File: src/rtl/nibble_serial_adder.sv
`default_nettype none
// ============================================================================
// Module      : nibble_serial_adder
// Description : Adds two 4*NIBBLES-bit operands one nibble per clock by
//               sequencing an external 4-bit fullAdder (start/busy/done).
// Revision    : 1.0 - initial release
// ============================================================================
module nibble_serial_adder #(
    parameter int NIBBLES = 4
) (
    input  logic                   Clk,
    input  logic                   Rst,
    input  logic                   start,
    input  logic [4*NIBBLES-1:0]   opA,
    input  logic [4*NIBBLES-1:0]   opB,
    input  logic                   cin,
    output logic                   busy,
    output logic                   done,
    output logic [4*NIBBLES-1:0]   result,
    output logic                   cout,
    output logic [3:0]             fa_a,
    output logic [3:0]             fa_b,
    output logic                   fa_cIn,
    input  logic [3:0]             fa_sum,
    input  logic                   fa_cOut
);

    localparam int c_W     = 4 * NIBBLES;
    localparam int c_IDX_W = (NIBBLES > 1) ? $clog2(NIBBLES) : 1;
    localparam logic [c_IDX_W-1:0] c_LAST_IDX = c_IDX_W'(NIBBLES - 1);
    localparam logic [c_IDX_W-1:0] c_IDX_ONE  = c_IDX_W'(1);

    typedef enum logic [1:0] {
        S_IDLE = 2'd0,
        S_RUN  = 2'd1,
        S_DONE = 2'd2
    } state_t;

    state_t               r_state;
    state_t               w_state_nxt;
    logic [c_IDX_W-1:0]   r_idx;
    logic                 r_carry;
    logic [c_W-1:0]       r_a;
    logic [c_W-1:0]       r_b;
    logic [c_W-1:0]       r_result;
    logic                 r_cout;
    logic                 w_run;
    logic                 w_last;
    logic [c_IDX_W+1:0]   w_lsb;

    always_ff @(posedge Clk) begin
        if (Rst) begin
            r_state <= S_IDLE;
        end else begin
            r_state <= w_state_nxt;
        end
    end

    always_comb begin
        w_state_nxt = r_state;
        case (r_state)
            S_IDLE:  if (start) w_state_nxt = S_RUN;
            S_RUN:   if (w_last) w_state_nxt = S_DONE;
            S_DONE:  w_state_nxt = S_IDLE;
            default: w_state_nxt = S_IDLE;
        endcase
    end

    assign w_run  = (r_state == S_RUN);
    assign w_last = (r_idx == c_LAST_IDX);
    assign w_lsb  = {r_idx, 2'b00};

    // The fullAdder sits outside; its inputs are forced to zero when idle.
    assign fa_a   = w_run ? r_a[w_lsb +: 4] : 4'd0;
    assign fa_b   = w_run ? r_b[w_lsb +: 4] : 4'd0;
    assign fa_cIn = w_run ? r_carry : 1'b0;

    assign busy   = (r_state == S_RUN) || (r_state == S_DONE);
    assign done   = (r_state == S_DONE);
    assign result = r_result;
    assign cout   = r_cout;

    always_ff @(posedge Clk) begin
        if (Rst) begin
            r_idx    <= '0;
            r_carry  <= 1'b0;
            r_a      <= '0;
            r_b      <= '0;
            r_result <= '0;
            r_cout   <= 1'b0;
        end else begin
            case (r_state)
                S_IDLE: begin
                    if (start) begin
                        r_a     <= opA;
                        r_b     <= opB;
                        r_carry <= cin;
                        r_idx   <= '0;
                    end
                end
                S_RUN: begin
                    // Upper nibbles keep stale data until this slice reaches them.
                    r_result[w_lsb +: 4] <= fa_sum;
                    r_carry              <= fa_cOut;
                    if (w_last) begin
                        r_cout <= fa_cOut;
                        r_idx  <= '0;
                    end else begin
                        r_idx  <= r_idx + c_IDX_ONE;
                    end
                end
                default: ;
            endcase
        end
    end

endmodule
`default_nettype wire
File: config.mk
export PLATFORM = sky130hd
export DESIGN_NAME = nibble_serial_adder
export DESIGN_NICKNAME = d
export VERILOG_FILES = /design/src/rtl/nibble_serial_adder.sv
export SDC_FILE = /design/constraint.sdc
export NUM_CORES = 1
export LEC_CHECK = 0
export ABC_AREA = 1
export BUFFER_PORTS_ARGS = -buffer_cell sky130_fd_sc_hd__clkbuf_2
export CORE_MARGIN = 1
export CORE_UTILIZATION = 45
export CTS_CLUSTER_SIZE = 40
export DETAILED_ROUTE_END_ITERATION = 16
export GPL_ROUTABILITY_DRIVEN = 0
export GPL_TIMING_DRIVEN = 0
export PLACE_DENSITY_LB_ADDON = 0.25
export SLEW_MARGIN = 20
export SYNTH_ARGS = -nofsm -noshare
export SYNTH_HDL_FRONTEND = slang
export SYNTH_SLANG_ARGS = --single-unit
File: constraint.sdc
create_clock -name Clk -period 3.7 [get_ports Clk]
set_input_delay 1.11 -clock Clk [delete_from_list [all_inputs] [get_ports Clk]]
set_output_delay 1.11 -clock Clk [all_outputs]
set_load 0.05 [all_outputs]
# == Word-level counts from Yosys, hierarchy flattened ==
# Index checks and enable logic that the tools add are counted.
# word_totals
ff_bits,54
output_inout_bits,28
# op_classes
reduce_logical,7
mux,12
addsub,2
shifts,4
n_eq_ne,5
# op_table
op,count
$shiftx A16 B5 Y4,2
$bwmux W16,1
$shift A4 B6 Y16 const A,1
$shiftx A4 B6 Y16,1
$mux W2,4
$mux W4,2
$pmux W2 S2,2
$reduce_and A2 Y1,4
$neg A4 Y6,1
$eq A2 B2 Y1 const B,2
$add A2 B1 Y2 const B,1
$eq A2 B1 Y1 const B,1
$logic_not A2 Y1,1
$mux W1,2
$ne A2 B1 Y1 const B,1
$ne A2 B2 Y1 const B,1
$pmux W1 S2,1
$reduce_bool A2 Y1,1
$logic_or A1 B1 Y1,1

# == Longest topological paths before layout ==
# Gate-level depths: netlist (run 1).
# depth
word_depth,3
depth_mapped,9

# == Least setup slack after synthesis (run 1) ==
# No wires, ideal clock.
# synth_timing
kind,register -> output
start,register r_idx[0]
end,output fa_a[0]
path_buffers,2
t_required_ns,2.590
path_slack_ns,0.983
path_stages_with_launch,7
arrival_ns,1.607
cell_sequence,dfxtp_1 > buf_4 > inv_4 > buf_6 > nand2_1 > nand3_1 > a21oi_1
# synth_via
elab_chain_len,2
# synth_rtl
element,line_no,text
from (decl),41,logic [c_IDX_W-1:0] r_idx;
from (signal assigned),109,r_idx <= r_idx + c_IDX_ONE;
$shiftx A16 B5 Y4,74,assign fa_a = w_run ? r_a[w_lsb +: 4] : 4'd0;
$mux W4,74,
to (decl),21,"output logic [3:0] fa_a,"
# No other way between the ends.

# == Final worst setup path (run 1) ==
# layout_timing
start,register r_state[1]
end,output fa_a[1]
# layout_via
elab_chain_len,2
# layout_rtl
element,line_no,text
from (decl),39,state_t r_state;
from (signal assigned),55,r_state <= w_state_nxt;
$eq A2 B1 Y1,69,assign w_run = (r_state == S_RUN);
$mux W4,74,
# No other way between the ends.

==> metrics.txt, run 1 <==
Filler cells 544; initial core utilization 48.17%; Final min period 2912 ps; Hold WC Path Type register to register; reg-to-reg slack, setup 1980 ps; placed insts 506; Worst-path clk slew 90 ps; Routed WL 6049 um; Mapped Avg Cell Area 6.899 sq um; synth unique cells 21; fin nets 493; I/O pin cnt 69; global route overflow 0; status completed; Worst EP required 2590 ps; Storage cell area 1081 sq um; Final Max Slew Viols 0; first-pass GRT wire length 10360 um; layout cell share with drive strength beyond 1 22.07%; worst r2r dst result[14]; setup TNS 0 ps; RR Startpoint r_idx[0]; CTS Root Cell clkbuf_8; Primary FF master, synth dfxtp_1; sequential-to-total area share from yosys stat 42.58%; Worst Hold Path EP r_a[5]; CP Class register to primary output; Synth Cell Area 2539 sq um; die area 5946 sq um; H-tree Lvls 2; CTS Hold Bufs 0; fmax 343.5 MHz; clock latency on the worst-skew pair 300 ps; Post-synth EDFFs 0; core area 5270 sq um; Pleak 1.429 nW; post-synthesis register bit count 54; Fin Clk Skew 1.651 ps; drt first pass iters 4; largest net degree at the start of global routing 16; post_cts resized 0; Cells after Synth 368; vias per cell 4.712; worst-margin pin slew 532.7 ps; antenna cell count 0; number of global-route vias before repair 2282; Slew headroom 64.49%; post-DP HPWL 4596 um; Final Hold Vio Count 0; PD cells 408.6 nW/um^2; initial antenna violation count 0; Async SR Flop Fraction 0%; clock sinks 54; drt wl/cell 11.77 um; crit path capture type primary output; Setup violations, final 0; startpoint types register; worst-path maximum fanout 9; maximum clock path buffer count 2; Die W 77.11 um; area grow syn2layout 21.19%; # port buffers 68; Syn. warnings 0; worst reg2reg path depth 9; footprint of the multi-input gates 1192 sq um; via count 2422; Max Cap Viol 0; GRT Total Usage 21.74%; Final Non-Filler Cells 514; CTS buffer count 5; RSZ-0062 raised after global routing no; post-CTS repair timing setup buffer count 0; net count after synthesis 418; Rows 26; post-route ant nets 0; Crit path arrival time 1800 ps; Period Utilization, post-route 78.69%; VDD IR max 0.3170 mV; Die Ht 77.11 um; worst hold stages 2; Hold Startpoint r_a[5]; Iter 0 DRT Violations 138; CTS tree done; DRC viols 0
-- metrics by stage --
step	setup slack, ps	instance area [sq um]	total power (W)	util, %	hold WS (ps)
after floorplan	983.0	2539	0.0008257	-	428.6
after global placement	1123	2967	0.0008919	56.29	436.0
after detailed placement	1137	2967	0.0008959	56.29	440.8
after CTS	790.4	3077	0.001267	58.38	454.5
after global routing	663.7	3077	0.001324	58.38	474.8
final	788.5	3077	0.001257	58.38	454.8
-- Yosys cell counts (3+ instances only) --
cell	count	area, sq um
inv_1	41	153.9
buf_2	6	30.03
a21oi_1	50	250.2
o21ai_0	33	165.2
ha_1	9	112.6
nor2_1	44	165.2
clkbuf_1	6	22.52
dfxtp_1	54	1081
nand2_1	93	349.1
a21oi_2	3	26.28
nand3_1	13	65.06
-- cells by family (layout without fill, tap and decap cells) --
group	Yosys count	after routing	share of synthesized area [%]
fa+ha+maj	9	9	4.436
compound gates	86	86	17.40
flops	54	54	42.58
simple gates	157	157	25.14
buf+inv	62	138	10.45
-- worst max-delay path, stage by stage (launching register included) --
cell and delay [ps]:
dfxtp_1 330, inv_1 70, ha_1 250, clkinv_1 290
a21oi_1 250, clkbuf_2 310
-- placed cells by master, fill, tap and decap left out, types with 2 or more instances in the layout --
master | Yosys | layout
nand2_1 | 93 | 93
clkbuf_2 | 0 | 68
dfxtp_1 | 54 | 54
a21oi_1 | 50 | 50
nor2_1 | 44 | 44
inv_1 | 41 | 41
o21ai_0 | 33 | 33
nand3_1 | 13 | 13
ha_1 | 9 | 9
clkbuf_8 | 0 | 8
buf_2 | 6 | 6
clkbuf_1 | 6 | 6
a21oi_2 | 3 | 3
buf_4 | 2 | 2
buf_6 | 2 | 2
clkinv_1 | 2 | 2
nor2_2 | 2 | 2
nand2_2 | 2 | 2
nor2_4 | 2 | 2
-- worst max-delay path by stage --
| stage | cells past startpoint | startpoint | to |
|---|---|---|---|
| after global routing | 5 | r_state[1] | fa_b[0] |
| after CTS | 5 | r_state[1] | fa_b[3] |
| after detailed placement | 5 | r_state[1] | fa_b[3] |
| after global placement | 5 | r_state[1] | fa_b[3] |
| final | 5 | r_state[1] | fa_a[1] |
| after floorplan | 6 | r_idx[0] | fa_a[0] |
-- state kept, by name, summed over array words and instances (netlist names) --
register / count
r_state: 2
r_idx: 2
result: 16
r_b: 16
r_a: 16
cout: 1
r_carry: 1
-- area by class of cell --
type,count,area share [%]
buffer,17,3.050
inverter,45,5.571
clock buffer,8,3.579
multi-input combinational,252,38.76
timing repair buffer,68,11.06
sequential,54,35.14
tap,70,2.847
-- metal layers --
metal,wire length (um),vias up,GRT usage [%],share of wire (%)
met2,2687,59,35.00,44
met4,37,0,5.660,0.61
li1,-,1300,-,-
met3,301,4,5.119,5.0
met1,3023,1059,29.10,50
met5,0,-,0,0
-- where the power goes --
group          internal [W]  total [W]  switching [W]  leakage [nW]
Combinational     0.0000835   0.000251       0.000167         0.928
Sequential         0.000617   0.000632      0.0000146         0.444
Clock              0.000189   0.000374       0.000185        0.0575
Note: power is estimated with default switching activity, not from simulation.
==> inputs of run 2 (changes only) <==
Settings changed: ABC_AREA 1 to 0.
Clock period 3.7 ns to 2.7 ns, I/O delays scaled along.
==> metrics.txt, run 2 <==
status completed; number of global-route vias before repair 1907; CTS Root Cell clkbuf_8; GRT Total Usage 20.86%; Final Max Slew Viols 0; Crit path arrival time 1800 ps; Final min period 2612 ps; core area 5107 sq um; most common cell in the synthesized netlist nand2_1; Rows 26; Placed Instance Area 2818 sq um; initial antenna violation count 0; maximum clock path buffer count 2; Worst-path clk slew 90 ps; Iter 0 DRT Violations 85; Mapped Avg Cell Area 8.659 sq um; via count 2101; Storage cell area 1085 sq um; Hold WC Path Type register to register; clock sinks 54; hold slack 454.6 ps; CTS tree done; antenna cell count 0; Synth area leader dfxtp_1; I/O pin cnt 69; Fin Clk Skew 7.190 ps; Die Ht 74.88 um; Post-synth EDFFs 0; CP Class register to primary output; Primary FF master, synth dfxtp_1; list of most frequent post-synthesis cells nand2_1, dfxtp_1, a21oi_1; share of the synthesized area in the top cell type 45.24%; crit path capture type primary output; Cell Chain, Critical Path buf_6, buf_12, mux4_2, and2_1, buf_4; clock latency on the worst-skew pair 300 ps; delay of the slowest cell on the worst path 490 ps; initial core utilization 46.79%; largest net degree at the start of global routing 20; kind of cell adding the most delay to the critical path multiplexers; Pleak 1.268 nW; Buf/Inv on CP 3; synth top area cells dfxtp_1, nand2_1, a21oi_1; net count after synthesis 326; post-route ant nets 0; Cells after Synth 276; Max Cap Viol 0; fin nets 400; layout cell share with drive strength beyond 1 25.93%; setup TNS 0 ps; first-pass GRT wire length 8756 um; Critical-path top delay cell mux4_2; Routed WL 5295 um; Period Utilization, post-route 96.74%; Setup violations, final 0; Slew headroom 66.83%; sequential-to-total area share from yosys stat 45.24%; Final Non-Filler Cells 421; area grow syn2layout 22.09%; worst-path maximum fanout 10; worst-margin pin slew 497.5 ps; global route overflow 0; CTS buffer count 5; Async SR Flop Fraction 0%; Filler cells 511; die area 5606 sq um; RSZ-0062 raised after global routing no; Final Hold Vio Count 0; commonest non-fill, non-tap cell in the layout nand2_1; synth unique cells 28; placed insts 414; Syn. warnings 0; H-tree Lvls 2; Synth Cell Area 2390 sq um; footprint of the multi-input gates 1192 sq um; fmax 382.8 MHz; drt wl/cell 12.58 um; post-DP HPWL 3934 um; # port buffers 68; post-synthesis register bit count 54; commonest non-fill, non-tap cells in the layout nand2_1, clkbuf_2, dfxtp_1; Die W 74.88 um; final instance area 2918 sq um; drt first pass iters 4; DRC viols 0; VDD IR max 0.3290 mV; vias per cell 4.990; Worst EP required 1890 ps; PD cells 548.5 nW/um^2; startpoint types register
-- run 2: layout make-up --
class | instances | share of cell area [%]
tap | 70 | 3.002
clock buffer | 7 | 2.959
clock inverter | 1 | 0.1715
timing repair buffer | 68 | 11.75
sequential | 54 | 37.18
buffer | 18 | 3.431
inverter | 5 | 0.6432
multi-input combinational | 198 | 40.87
-- run 2: repair_timing --
item,CTS,global route
hold buffers,0,0
buffers inserted,0,0
pin swaps,0,0
resized for setup,3,6
setup endpoints to repair,9,4
-- run 2: logic make-up after synthesis --
| family | Yosys count | synth area share (%) |
|---|---|---|
| and+or+nand+nor | 122 | 23.19 |
| DFF | 54 | 45.24 |
| buffers and inverters | 24 | 4.869 |
| AOI/OAI and AO/OA | 58 | 13.40 |
| muxes | 9 | 8.587 |
| adders and majority gates | 9 | 4.712 |
-- run 2: stage by stage --
step / total power [W] / utilization [%] / worst slack (ps)
2_1_floorplan: 0.001068 / - / 459.1
3_3_place_gp: 0.001150 / 55.17 / 286.5
3_5_place_dp: 0.001156 / 55.17 / 231.4
4_1_cts: 0.001611 / 56.98 / 4.660
5_1_grt: 0.001680 / 57.13 / 7.405
6_report: 0.001600 / 57.13 / 88.00
-- run 2: worst paths after layout --
| kind | start | end | slack, ps | cells after the start |
|---|---|---|---|---|
| hold / removal | r_a[0] | r_a[0] | 450 | 2 |
| setup / recovery | r_idx[0] | fa_a[2] | 90 | 5 |
| setup reg to reg | r_idx[1] | result[4] | 710 | 6 |
| hold reg to reg | r_a[0] | r_a[0] | 450 | 2 |
-- run 2: where the power goes --
part | switching [W] | total [W] | internal, W
sequential | 0.0000207 | 0.000858 | 0.000837
clock | 0.000255 | 0.000463 | 0.000208
combinational | 0.000173 | 0.000280 | 0.000107
total | 0.000449 | 0.00160 | 0.00115
-- run 2: per-layer routing --
metal | GRT usage [%] | up-vias | part of all wire, %
met1 | 27.36 | 964 | 47
li1 | - | 1081 | -
met2 | 34.93 | 51 | 47
met3 | 4.685 | 5 | 5.2
met5 | 0 | - | 0
met4 | 5.241 | 0 | 0.77
-- run 2: worst min-delay path, cell delays in order (launching register included) --
cell     delay (ps)
dfxtp_1         320
nand2_1          50
a21oi_1          50
